**config.mk**
```make
export PLATFORM = sky130hd
export DESIGN_NAME = uart_tx_lora_alarm
export DESIGN_NICKNAME = d
export VERILOG_FILES = /design/src/rtl/uart_lora_pkg.sv /design/src/rtl/uart_tx_byte.sv /design/src/rtl/uart_tx_lora_alarm.sv
export SDC_FILE = /design/constraint.sdc
export NUM_CORES = 1
export LEC_CHECK = 0
export ABC_AREA = 1
export CAP_MARGIN = 25
export CORE_UTILIZATION = 24
export CTS_BUF_LIST = sky130_fd_sc_hd__clkbuf_2
export DETAILED_ROUTE_END_ITERATION = 10
export SYNTH_ARGS = -nofsm -noshare
export SYNTH_HDL_FRONTEND = slang
export SYNTH_HIERARCHICAL = 1
export SYNTH_SLANG_ARGS = --single-unit
```
**constraint.sdc**
```tcl
create_clock -name clk -period 4.4 [get_ports clk]
set_clock_uncertainty 0.15 [all_clocks]
set_input_delay 0.66 -clock clk [delete_from_list [all_inputs] [get_ports clk]]
set_output_delay 0.66 -clock clk [all_outputs]
set_load 0.02 [all_outputs]
```
**src/rtl/uart_lora_pkg.sv**
```systemverilog
// Shared constants and FSM encoding for the LoRa alarm UART transmitter.
package uart_lora_pkg;

    localparam logic [7:0] EVT_SMOKE = 8'h01;
    localparam logic [7:0] EVT_SHAKE = 8'h02;
    localparam logic [7:0] EVT_BELL  = 8'h03;

    localparam int FRAME_BYTES   = 4;
    localparam int BITS_PER_BYTE = 10;

    typedef enum logic [1:0] {
        IDLE,
        WAIT_AUX,
        SEND,
        GAP
    } tx_state_t;

endpackage

```
**src/rtl/uart_tx_byte.sv**
```systemverilog
// 8N1 byte serializer; a start held high during the last stop-bit cycle chains
// the next byte with no idle bits in between.
module uart_tx_byte
    import uart_lora_pkg::*;
#(
    parameter int BAUD_DIV = 5208
) (
    input  logic       clk,
    input  logic       rst_n,
    input  logic       start,
    input  logic [7:0] data,
    output logic       tx,
    output logic       done
);

    localparam int CNT_W = (BAUD_DIV > 2) ? $clog2(BAUD_DIV) : 1;
    localparam logic [CNT_W-1:0] CNT_LAST = CNT_W'(BAUD_DIV - 1);
    localparam logic [3:0]       BIT_LAST = 4'(BITS_PER_BYTE - 1);

    logic             active;
    logic [3:0]       bit_idx;
    logic [CNT_W-1:0] baud_cnt;
    logic [8:0]       shreg;
    logic             last_cycle;
    logic             load;

    assign last_cycle = active && (bit_idx == BIT_LAST) && (baud_cnt == CNT_LAST);
    assign load       = start && (!active || last_cycle);

    // shreg holds the remaining data bits with the stop bit parked on top
    always_ff @(posedge clk or negedge rst_n) begin
        if (!rst_n) begin
            active   <= 1'b0;
            bit_idx  <= '0;
            baud_cnt <= '0;
            shreg    <= '1;
            tx       <= 1'b1;
            done     <= 1'b0;
        end else begin
            done <= last_cycle;
            if (load) begin
                active   <= 1'b1;
                bit_idx  <= '0;
                baud_cnt <= '0;
                shreg    <= {1'b1, data};
                tx       <= 1'b0;
            end else if (active) begin
                if (baud_cnt == CNT_LAST) begin
                    baud_cnt <= '0;
                    if (bit_idx == BIT_LAST) begin
                        active <= 1'b0;
                        tx     <= 1'b1;
                    end else begin
                        bit_idx <= bit_idx + 4'd1;
                        tx      <= shreg[0];
                        shreg   <= {1'b1, shreg[8:1]};
                    end
                end else begin
                    baud_cnt <= baud_cnt + CNT_W'(1);
                end
            end
        end
    end

endmodule

```
**src/rtl/uart_tx_lora_alarm.sv**
```systemverilog
// Alarm event capture and 4-byte frame sequencing towards the LoRa module,
// paced by AUX and followed by an idle-high gap.
module uart_tx_lora_alarm
    import uart_lora_pkg::*;
#(
    parameter int         CLK_FREQ = 50_000_000,
    parameter int         BAUD     = 9600,
    parameter logic [7:0] ADDR_H   = 8'h00,
    parameter logic [7:0] ADDR_L   = 8'h02,
    parameter logic [7:0] CHAN     = 8'h17,
    parameter int         GAP_BITS = 4
) (
    input  logic clk,
    input  logic rst_n,
    input  logic evt_smoke,
    input  logic evt_shake,
    input  logic evt_bell,
    input  logic lora_aux,
    output logic uart_tx,
    output logic busy,
    output logic frame_done
);

    localparam int BAUD_DIV = CLK_FREQ / BAUD;
    localparam int GAP_CYC  = GAP_BITS * BAUD_DIV;
    localparam int GAP_W    = (GAP_CYC > 2) ? $clog2(GAP_CYC) : 1;
    // the frame_done cycle already counts as the first idle-high gap cycle
    localparam logic [GAP_W-1:0] GAP_LAST  = GAP_W'(GAP_CYC - 2);
    localparam logic [1:0]       IDX_LAST  = 2'(FRAME_BYTES - 1);

    tx_state_t        state, state_nxt;
    logic [1:0]       idx, idx_nxt;
    logic [GAP_W-1:0] gap_cnt, gap_nxt;
    logic [7:0]       code, code_nxt;
    logic [2:0]       evt_in, evt_q, evt_prev, pend, pend_clr;
    logic             byte_start, byte_done;
    logic [1:0]       byte_sel;
    logic [7:0]       byte_data;

    assign evt_in = {evt_bell, evt_shake, evt_smoke};

    always_ff @(posedge clk or negedge rst_n) begin
        if (!rst_n) begin
            evt_q    <= '0;
            evt_prev <= '0;
            pend     <= '0;
        end else begin
            evt_q    <= evt_in;
            evt_prev <= evt_q;
            pend     <= (pend & ~pend_clr) | (evt_q & ~evt_prev);
        end
    end

    always_ff @(posedge clk or negedge rst_n) begin
        if (!rst_n) begin
            state   <= IDLE;
            idx     <= '0;
            gap_cnt <= '0;
            code    <= '0;
        end else begin
            state   <= state_nxt;
            idx     <= idx_nxt;
            gap_cnt <= gap_nxt;
            code    <= code_nxt;
        end
    end

    // while a byte is on the line the serializer already sees the next one
    always_comb begin
        state_nxt  = state;
        idx_nxt    = idx;
        gap_nxt    = gap_cnt;
        code_nxt   = code;
        pend_clr   = '0;
        byte_start = 1'b0;
        frame_done = 1'b0;
        case (state)
            IDLE: begin
                if (pend[0]) begin
                    code_nxt  = EVT_SMOKE;
                    pend_clr  = 3'b001;
                    state_nxt = WAIT_AUX;
                end else if (pend[1]) begin
                    code_nxt  = EVT_SHAKE;
                    pend_clr  = 3'b010;
                    state_nxt = WAIT_AUX;
                end else if (pend[2]) begin
                    code_nxt  = EVT_BELL;
                    pend_clr  = 3'b100;
                    state_nxt = WAIT_AUX;
                end
            end
            WAIT_AUX: begin
                if (lora_aux) begin
                    byte_start = 1'b1;
                    idx_nxt    = '0;
                    state_nxt  = SEND;
                end
            end
            SEND: begin
                byte_start = (idx != IDX_LAST);
                if (byte_done) begin
                    if (idx == IDX_LAST) begin
                        frame_done = 1'b1;
                        gap_nxt    = '0;
                        state_nxt  = GAP;
                    end else begin
                        idx_nxt = idx + 2'd1;
                    end
                end
            end
            GAP: begin
                if (gap_cnt == GAP_LAST) begin
                    state_nxt = IDLE;
                end else begin
                    gap_nxt = gap_cnt + GAP_W'(1);
                end
            end
            default: state_nxt = IDLE;
        endcase
    end

    always_comb begin
        byte_sel = (state == SEND) ? idx + 2'd1 : 2'd0;
        case (byte_sel)
            2'd0:    byte_data = ADDR_H;
            2'd1:    byte_data = ADDR_L;
            2'd2:    byte_data = CHAN;
            default: byte_data = code;
        endcase
    end

    assign busy = (state != IDLE);

    uart_tx_byte #(
        .BAUD_DIV(BAUD_DIV)
    ) u_byte (
        .clk  (clk),
        .rst_n(rst_n),
        .start(byte_start),
        .data (byte_data),
        .tx   (uart_tx),
        .done (byte_done)
    );

endmodule
```
==> impl_metrics.ini <==
[global_route]
gr-total-overflow = 0
track_usage_pct = 10.3
grt_pass1_vias = 2709
grt_pass1_wl_mm = 11.9
antenna_found_initial = 0
grt_max_degree = 39

[power]
finalPower_mw = 1.35
p_int_uw = 878
p_per_area_nw_per_um2 = 366
max-vdd-ir-drop_mv = 0.112
p_leak_nw = 1.80
p_clk_share_pct = 28.3
p_comb_share_pct = 25.1
p_sw_share_pct = 34.9
power_frac_seq_pct = 46.7
p_switching_uw = 471

[sta]
slew_headroom_pct = 43.8
finalWorstSetupSlack_ns = 1.33
timing.fmax_mhz = 326
hold_viol_final = 0
setup-violations-final = 0
period_minus_slack_ns = 3.07
min_period_over_period_pct = 69.8
worst_slew_pin_slew_ns = 0.843
tns_ns = 0
rsz0062_at_grt = no
slew_viol_final = 0

[cts]
cts_root_buf = clkbuf_2
cts_htree_levels = 3
cts_buffer_depth = 2
cts-resized-gates = 0
cts_tree = done
insertion_delay_ns = 0.47
cts.sinks = 58
postCtsSetupRepairBufs = 0
cts_made_buffers = 9
hold_buffers = 0
clk_pin_slew_ns = 0.18

[drt]
antenna_left = 0
drtIter0Drc = 128
wl_per_cell_um = 10.2
vias_per_cell = 4.26
drt_wl_total_mm = 6.38
drcViolationCount = 0
vias = 2674
dr.pass1.iters = 4

[floorplanning]
pin_count = 9
die-area_um2 = 14300
die_w_um = 119
rows = 42
die_y_um = 119
core_area_um2 = 13300
initial_core_util_pct = 24.8

[outcome]
status = completed

[logic_synthesis]
synth_seq_cells = 58
synth_ff_type = dfrtp_1
synth_cell_types = 34
synth_edf_count = 0
synthArstFlopShare_pct = 100
ys_warn_count = 6
synth_area_um2 = 3310
syn_inst = 431
ys_seq_area_share_pct = 44.2
syn_avg_cell_area_um2 = 7.68

[placed_design]
dp_hpwl_mm = 4.58
preCtsSetupSlack_ns = 1.14
gp_congestion = 0.876
io_buffers = 8

[finish]
syn_to_final_growth_pct = 11.3
layout-drive-gt1-share_pct = 11.7
fillers = 1460
fin_nets = 465
n_antenna_cell = 0

[setup_path]
cp.arrival_ns = 2.26
cp-start-kind = register
critPathCaptureType = primary output
critPathMaxFanout = 6
path_class = register to primary output
max_stage_delay_ns = 0.65
worstPathRequired_ns = 3.59
slowest_stage = clkdlybuf4s50_1
rr_worst_depth = 11
crit_chain = inv_1, ha_1, inv_2, nor3_4, clkdlybuf4s50_1

[min_path]
hold_path.class = input port to async pin

[flow_run]
maxCapViolCount = 0
-- sequential cells by signal, summed over array words and instances, names as in the netlist --
register,count
code,2
evt_prev,3
evt_q,3
gap_cnt,15
idx,2
pend,3
state,2
u_byte/active,1
u_byte/baud_cnt,13
u_byte/bit_idx,4
u_byte/done,1
u_byte/shreg,8
u_byte/tx,1
-- stage by stage --
step / hold slack [ns] / util (%) / cell area (um^2) / cells
finish: 0.109 / 27.6 / 3690 / 628
global route: 0.140 / 27.6 / 3690 / 628
CTS: 0.110 / 27.6 / 3690 / 628
detailed placement: 0.211 / 26.6 / 3560 / 612
global placement: 0.211 / 26.6 / 3560 / 612
floorplan: 0.204 / - / 3320 / 434
-- power groups by stage --
stage,sequential [mW],combinational [mW],clock [mW]
after detailed placement,0.641,0.342,0
final,0.630,0.339,0.382
after floorplan,0.629,0.270,0
after CTS,0.630,0.344,0.401
after global routing,0.640,0.405,0.422
after global placement,0.638,0.334,0
-- worst paths after layout --
kind                        startpoint                 to  slack [ns]
setup / recovery              state[0]         frame_done        1.33
hold / removal                   rst_n            pend[0]        0.11
setup reg to reg              state[0]  u_byte/bit_idx[1]        1.48
hold reg to reg            evt_prev[1]            pend[1]        0.25
max in group asynchronous        rst_n    u_byte/shreg[4]        3.12
min in group clk           evt_prev[1]            pend[1]        0.25
-- critical path, delay by kind of cell, from the launching register on --
kind	cells	cell delay [ns]
buf+inv	3	0.83
flops	1	0.45
fa+ha+maj	1	0.26
simple gates	1	0.25
-- routing by layer --
| metal | routed length (um) | global-route usage [%] | up-vias | part of all wire (%) |
|---|---|---|---|---|
| met5 | 0 | 0 | - | 0 |
| met4 | 115 | 4.45 | 0 | 1.8 |
| met3 | 199 | 2.87 | 9 | 3.1 |
| met2 | 2920 | 17.1 | 25 | 46 |
| met1 | 3140 | 12.3 | 1251 | 49 |
| li1 | - | - | 1389 | - |
-- synthesized netlist by cell type (2+ instances only) --
cell,n,area [um^2]
nor3_2,2,20.0
nand3_1,38,190
o21ai_1,4,20.0
ha_1,12,150
xnor2_1,5,43.8
xor2_1,6,52.6
dfstp_2,9,236
dfrtp_1,49,1230
o21ai_0,13,65.1
buf_4,2,15.0
nand2_4,3,33.8
nand2_1,140,526
nor2_2,3,18.8
nor2_1,48,180
nand4_1,10,62.6
inv_1,40,150
nand2_2,6,37.5
buf_6,3,33.8
inv_2,8,30.0
nor3_1,6,30.0
a21oi_1,11,55.1
-- kinds of logic after synthesis --
| group | synth area share [%] |
|---|---|
| buffers and inverters | 7.52 |
| DFF | 44.2 |
| adders and majority gates | 4.53 |
| AOI/OAI and AO/OA | 5.74 |
| and+or+nand+nor | 35.0 |
| xor gates and xnor gates | 2.91 |
| other | 0.113 |
-- cells in the final DEF, fill, tap and decap left out, drive strengths merged --
| cell type | instances |
|---|---|
| nand2 | 149 |
| nor2 | 52 |
| dfrtp | 49 |
| inv | 48 |
| nand3 | 40 |
| o21ai | 17 |
| a21oi | 13 |
| ha | 12 |
| nand4 | 10 |
| clkbuf | 9 |
| dfstp | 9 |
| nor3 | 9 |
| clkdlybuf4s50 | 7 |
| xor2 | 6 |
| xnor2 | 5 |
| conb | 4 |
| clkinv | 4 |
| bufinv | 2 |
| buf | 2 |
| a22oi | 1 |
| or2 | 1 |
| clkinvlp | 1 |
| a211oi | 1 |
| a32o | 1 |
-- final cells by class --
type	instances	area [um^2]	area share, %
inverter	48	180	4.89
clock inverter	7	83.8	2.27
sequential	58	1460	39.7
timing repair buffer	9	82.6	2.24
multi-input combinational	321	1610	43.7
clock buffer	9	45.0	1.22
tap	176	220	5.97
(Power assumes the default switching activity.)
